==> src/rtl/seq_detect_prog.sv <==
// seq_detect_prog: programmable serial bit-sequence detector.
//
// Watches a qualified serial bit stream and flags every completed
// occurrence of a runtime-programmable pattern of 1..MAX_LEN bits.
// Matching is either overlapping or non-overlapping. A saturating
// counter records the number of matches.
//
// Ports:
//   clk         rising-edge clock
//   reset       asynchronous active-low reset
//   inp_bit     serial data bit
//   in_valid    inp_bit is sampled only while this is high
//   pattern     pattern[pat_len-1] is the first bit received, pattern[0] the last
//   pat_len     active pattern length, legal range 1..MAX_LEN
//   overlap_en  1 = overlapping matches, 0 = history restarts after a match
//   clear       synchronous clear of history, fill and match_count
//   seq_seen    registered one-cycle match pulse
//   match_count saturating match counter
//   cfg_err     combinational flag for an illegal pat_len
module seq_detect_prog #(
  parameter int MAX_LEN = 8,
  parameter int LEN_W   = $clog2(MAX_LEN + 1),
  parameter int CNT_W   = 8
) (
  input  logic               clk,
  input  logic               reset,
  input  logic               inp_bit,
  input  logic               in_valid,
  input  logic [MAX_LEN-1:0] pattern,
  input  logic [LEN_W-1:0]   pat_len,
  input  logic               overlap_en,
  input  logic               clear,
  output logic               seq_seen,
  output logic [CNT_W-1:0]   match_count,
  output logic               cfg_err
);

  localparam logic [LEN_W-1:0] FILL_MAX = LEN_W'(MAX_LEN);
  localparam logic [CNT_W-1:0] CNT_MAX  = '1;

  logic [MAX_LEN-1:0] hist_q, hist_d, hist_shift;
  logic [LEN_W-1:0]   fill_q, fill_d, fill_inc;
  logic [CNT_W-1:0]   count_q, count_d;
  logic               seq_seen_q, seq_seen_d;
  logic [MAX_LEN-1:0] len_mask;
  logic               match;

  assign cfg_err = (pat_len == '0) || (pat_len > FILL_MAX);

  always_comb begin
    // Mask keeps only the low pat_len history bits in the comparison.
    for (int i = 0; i < MAX_LEN; i++) begin
      len_mask[i] = (LEN_W'(i) < pat_len);
    end

    hist_shift = {hist_q[MAX_LEN-2:0], inp_bit};
    fill_inc   = (fill_q == FILL_MAX) ? fill_q : fill_q + 1'b1;

    // Match is judged on the post-shift history and fill so that the
    // completing bit is part of the compare in the same edge.
    match = in_valid && !clear && !cfg_err &&
            (fill_inc >= pat_len) &&
            (((hist_shift ^ pattern) & len_mask) == '0);

    hist_d     = hist_q;
    fill_d     = fill_q;
    count_d    = count_q;
    seq_seen_d = 1'b0;

    if (clear) begin
      hist_d  = '0;
      fill_d  = '0;
      count_d = '0;
    end else if (in_valid) begin
      hist_d     = hist_shift;
      // Non-overlap mode demands pat_len fresh bits after each match.
      fill_d     = (match && !overlap_en) ? '0 : fill_inc;
      seq_seen_d = match;
      if (match && (count_q != CNT_MAX)) begin
        count_d = count_q + 1'b1;
      end
    end
  end

  always_ff @(posedge clk or negedge reset) begin
    if (!reset) begin
      hist_q     <= '0;
      fill_q     <= '0;
      count_q    <= '0;
      seq_seen_q <= 1'b0;
    end else begin
      hist_q     <= hist_d;
      fill_q     <= fill_d;
      count_q    <= count_d;
      seq_seen_q <= seq_seen_d;
    end
  end

  assign seq_seen    = seq_seen_q;
  assign match_count = count_q;

endmodule

==> config.mk <==
export PLATFORM = sky130hd
export DESIGN_NAME = seq_detect_prog
export DESIGN_NICKNAME = d
export VERILOG_FILES = /design/src/rtl/seq_detect_prog.sv
export SDC_FILE = /design/constraint.sdc
export NUM_CORES = 1
export LEC_CHECK = 0
export CORE_MARGIN = 4
export CORE_UTILIZATION = 50
export CTS_CLUSTER_SIZE = 8
export DETAILED_ROUTE_END_ITERATION = 12
export PLACE_DENSITY = 0.78
export SYNTH_ARGS = -nofsm -noshare
export SYNTH_HDL_FRONTEND = slang
export SYNTH_SLANG_ARGS = --single-unit
export TNS_END_PERCENT = 1
==> constraint.sdc <==
create_clock -name clk -period 3.4 [get_ports clk]
set_input_delay 0.68 -clock clk [delete_from_list [all_inputs] [get_ports clk]]
set_output_delay 0.68 -clock clk [all_outputs]
set_load 0.005 [all_outputs]
==> impl_metrics.tcl <==
set metrics [dict create \
    status "finished, final reports clean" \
    synthTopCellsByArea "dfrtp_1 (37%), mux2i_1 (6.7%), ha_1 (6.5%)" \
    crit_path_start "pat_len[3]" \
    mostFrequentLayoutCell "clkdlybuf4s50_1" \
    min-delay-start "hist_q[5]" \
    htree_num_levels 1 \
    critical_path_cell_sequence "clkdlybuf4s50_1 -> or4_4 -> nand2_1 -> clkdlybuf4s50_1" \
    grt_setup_unrepaired "no" \
    yosysSeqAreaShare_pct 37.4 \
    route.final.wire_length_um 2910 \
    detailedRoute.firstPassIterationCount 4 \
    wire_length_of_the_first_global_routing_pass_um 5210 \
    initial_utilization_pct 53.1 \
    timing.critical_path.slowest_stage_cell "or4_4" \
    worst_path_most_repeated_cell "clkdlybuf4s50_1" \
    setup_viol 0 \
    dieHeight_um 59.7 \
    final_min_period_over_clock_period_pct 91.4 \
    critical_path.max_stage_delay_ns 0.61 \
    overflow 0 \
    worst_slew_pin_slew_ns 0.861 \
    synth-edff-count 0 \
    r2r-start "fill_q[0]" \
    reg2reg_depth 12 \
    max_slew_margin_pct 42.4 \
    floorplan.die_area_um2 3570 \
    cts_tree "yes" \
    reg2reg_to "match_count[4]" \
    hold_path.class "reg -> reg" \
    hold_violations 0 \
    yosysWarnings 0 \
    grt_pass1_vias 1184 \
    hpwl_um 2210 \
    power.ir.vdd_worst_mv 0.249 \
    io_pins 28 \
    cts_made_buffers 3 \
    power.density_cell_area_nw_per_um2 278 \
    num_vias 1148 \
    core_um2 2520 \
    synthesis.instances 141 \
    yosys.area.top_type "dfrtp_1" \
    cts_repair_resize_count 0 \
    synth_fp_nets 166 \
    post_synth.cell_area_avg_um2 9.49 \
    die-width_um 59.7 \
    ys.flop_type "dfrtp_1" \
    place_congestion 0.872 \
    clk_latency_ns 0.30 \
    yosys_register_bits 20 \
    timing_worst_setup_path_type "in -> out" \
    slew_violations 0 \
    worst-path-max-fanout 9 \
    post_route_cells_drive_above_1_share_pct 5.42 \
    timing.hold.worst_endpoint "hist_q[5]" \
    area_growth_syn_to_layout_pct 22.6 \
    start_kind "input pin" \
    max-clock-path-buffers 2 \
    achievable-frequency_mhz 322 \
    power_leakage_uw 0.000688 \
    finalNetCount 193 \
    avgViaCountPerCell 5.86 \
    grt_max_degree 21 \
    yosysTopAreaCellShare_pct 37.4 \
    syn_area_um2 1340 \
    cap_violations 0 \
    clock_pin_transition_on_the_worst_setup_and_hold_timing_paths_ns 0.10 \
    port_buffers 27 \
    first_iter_violations 42 \
    tns_ns 0 \
    worstPathArrival_ns 2.43 \
    clock-root-buffer "clkbuf_4" \
    postLayoutCellArea_um2 1640 \
    cts.sink_count 20 \
    placedInstanceArea_um2 1620 \
    grt.total_usage_pct 19.1 \
    remaining_drc_errors 0 \
    most-common-layout-cells "clkdlybuf4s50_1 (27), dfrtp_1 (20), nor2_1 (18)" \
    critPathRequiredTime_ns 2.72 \
    asyncSetResetFlopFracSynth_pct 100 \
    final_period_minus_worst_setup_slack_ns 3.11 \
    insertedDiodeCount 0 \
    ctsHoldBuffers 0 \
    ant_nets 0 \
    post_synth_num_cell_types 33 \
    cts.repair_timing.setup_buffer_count 0 \
    avgRoutedWirePerCell_um 14.9 \
    setup.reg_to_reg.worst_slack_ns 0.54 \
    fin_skew_ns 0.00543 \
    grt_antenna_before_repair 0 \
    std_cell_rows 18 \
    min_delay_path_depth 2 \
    worst_setup_path_end_kind "primary output" \
]
-- final cells by class --
cell class,count,area (um^2)
clock buffer,3,22.5
tap,30,37.5
fill,220,881
multi-input combinational,104,758
inverter,10,37.5
sequential,20,500
timing repair buffer,29,285
-- cells by family (layout without fill, tap and decap cells) --
| logic type | count (synthesis) | count (layout) | synth area share (%) |
|---|---|---|---|
| compound gates | 29 | 29 | 15.1 |
| xor+xnor | 12 | 12 | 7.85 |
| fa+ha+maj | 7 | 7 | 6.54 |
| buf+inv | 17 | 42 | 5.98 |
| flops | 20 | 20 | 37.4 |
| mux | 10 | 10 | 7.57 |
| simple gates | 46 | 46 | 19.5 |
-- power breakdown --
group          switching (uW)  leakage (uW)  internal, uW
Sequential               5.16      0.000276           242
Combinational            52.5      0.000398          46.7
Clock                    68.0     0.0000138          41.4
-- worst max-delay path: cells and delay by family --
family / cells / cell delay [ns]
buffers and inverters: 2 / 1.04
AND/OR/NAND/NOR: 2 / 0.70
-- synth_stat cells (all sizes together) (2+ instances only) --
cell / n
o21ai: 5
or3: 2
a21oi: 9
or4: 6
nor2: 18
o31ai: 6
dfrtp: 20
ha: 7
a31oi: 2
nand3: 4
xor2: 3
clkbuf: 2
nand2: 6
xnor2: 9
buf: 5
mux2i: 9
inv: 10
nand4: 4
nor3: 4
-- per-stage QoR --
step	cells	setup slack, ns	hold slack [ns]	utilization, %	power [uW]
5_1_grt	196	0.209	0.612	65.1	483
3_3_place_gp	193	0.274	0.534	64.2	347
2_1_floorplan	141	0.816	0.384	-	309
6_report	196	0.292	0.576	65.1	456
4_1_cts	196	0.294	0.579	65.1	459
3_5_place_dp	193	0.176	0.555	64.2	352
-- worst max-delay path by stage --
stage          depth (start not counted)              to  slack, ns
3_3_place_gp                           9       fill_q[3]       0.27
3_5_place_dp                           9  match_count[4]       0.18
6_report                               4         cfg_err       0.29
2_1_floorplan                          7  match_count[5]       0.82
4_1_cts                                4         cfg_err       0.29
5_1_grt                                4         cfg_err       0.21
-- metal layers --
| layer | up-vias | GRT usage (%) | part of all wire (%) |
|---|---|---|---|
| li1 | 561 | - | - |
| met1 | 549 | 26.7 | 45 |
| met2 | 33 | 29.6 | 49 |
| met3 | 5 | 2.16 | 4.5 |
| met4 | 0 | 8.23 | 1.6 |
| met5 | - | 0 | 0 |
-- state kept, by name, indices dropped and copies added (netlist names) --
register     flops
match_count      8
hist_q           7
fill_q           4
seq_seen         1
(Power assumes the default switching activity.)
==> variant, RTL diff (config.mk and constraints unchanged) <==
`CNT_W`: 8 -> 9.
--- a/src/rtl/seq_detect_prog.sv
+++ b/src/rtl/seq_detect_prog.sv
@@ -20,7 +20,7 @@
 module seq_detect_prog #(
   parameter int MAX_LEN = 8,
   parameter int LEN_W   = $clog2(MAX_LEN + 1),
-  parameter int CNT_W   = 8
+  parameter int CNT_W   = 9
 ) (
   input  logic               clk,
   input  logic               reset,
Ports: changed (resized match_count); port bits go from 28 to 29. The function was not compared with the original's and may differ.
==> variant against the original RTL <==
Sequential share of layout area down 2.2 points; power is 5.2% higher; worst setup slack worse by 14 ps; register-to-register slack got worse by 260 ps; critical path type is now register to register; critical path depth grew 7; synthesized area increased by 11%; die area grew 9.8%; wire length rose by 12%; cell area is 13% higher; global-route usage fell by 1.2 points; sequential cell count grew 1; fmax down 0.44%.
==> variant: results <==
[outcome]
status = "finished clean"

[pwr]
leakagePower_uw = 0.000791

[placed_design]
io_buffers = 28
dpl.hpwl_mm = 2.58
gp_congestion = 0.970
place_area_um2 = 1820

[grt]
gr-usage-all-layers_pct = 17.8
grt_first_pass_wirelength_mm = 5.76

[drt]
routed-wl-met2_mm = 1.62
wl_met3_um = 192
met1_length_mm = 1.42
via_per_inst = 5.90

[worst_setup_path]
reg2reg_depth = 11
slowest_stage = "or4_1"
cp_max_fo = 7
slowest_delay_ps = 590
crit_type = "register to register"
cp-startpoint = "fill_q[0]"

[cells_and_area]
drive_gt1_share_pct = 7.89
fillers = 233

[synthesis]
synth_nets = 184
synth_cells = 158
ys_types = 44
netlist_top_cells_count = "21 x dfrtp_1, 20 x nor2_1, 10 x xnor2_1, 9 x nand2_1"

[clocking]
cts.reportedPaths.clkPinSlew_ps = 120

[timing]
clock_skew_ps = 1.48
-- variant: kinds of logic (layout without fill, tap and decap cells) --
family	count (synthesis)	count (layout)	synth area share, %
xor+xnor	12	12	7.55
fa+ha+maj	8	8	6.71
simple gates	71	71	26.1
flops	21	21	35.2
compound gates	22	22	11.9
buf+inv	10	42	2.60
mux	14	14	9.90
-- variant: worst min path at each step --
stage / startpoint / to / slack (ps) / cells past startpoint
2_1_floorplan: reset / fill_q[0] / 380 / 0
3_3_place_gp: hist_q[6] / hist_q[6] / 530 / 2
3_5_place_dp: hist_q[6] / hist_q[6] / 540 / 2
4_1_cts: hist_q[6] / hist_q[6] / 570 / 2
5_1_grt: hist_q[6] / hist_q[6] / 610 / 2
6_report: hist_q[6] / hist_q[6] / 560 / 2
-- variant: per-stage QoR --
stage                     worst slack (ps)  utilization [%]  hold WS, ps
after floorplan                        475                -          384
after global placement               -25.9             65.0          529
after detailed placement             -55.3             65.0          535
after CTS                             59.4             66.0          567
after global routing                  44.0             66.2          612
final                                  278             66.2          557
-- variant: per-layer routing --
layer,GRT usage [%],up-vias
met2,30.9,39
met3,3.96,4
li1,-,645
met4,3.58,0
met5,0,-
met1,22.7,615
-- variant: critical path, delay by kind of cell (launching register included) --
kind | cells | cell delay (ps)
AND/OR/NAND/NOR | 5 | 1480
AO/OA/AOI/OAI | 2 | 400
flip-flops | 1 | 480
adder cells (fa/ha/maj) | 2 | 420
XOR/XNOR | 1 | 110
buffers and inverters | 1 | 130
-- variant: report_power, final --
group	leakage, uW	total, uW	internal, uW	switching (uW)
combinational	0.000482	102	48.1	53.6
clock	0.0000177	120	43.9	75.8
sequential	0.000291	258	253	5.04
-- variant: repair_timing --
action | in CTS | in global routing
hold buffers | 0 | 0
gates resized for setup | 0 | 1
setup endpoints to repair | 0 | 6
-- variant: area by class of cell --
type,count,area [um^2],area share [%]
Timing Repair Buffer,32,310,16.7
Tap cell,31,38.8,2.09
Multi-Input combinational cell,127,932,50.2
Inverter,6,22.5,1.21
Clock inverter,1,5.00,0.270
Clock buffer,3,22.5,1.21
Sequential cell,21,526,28.3
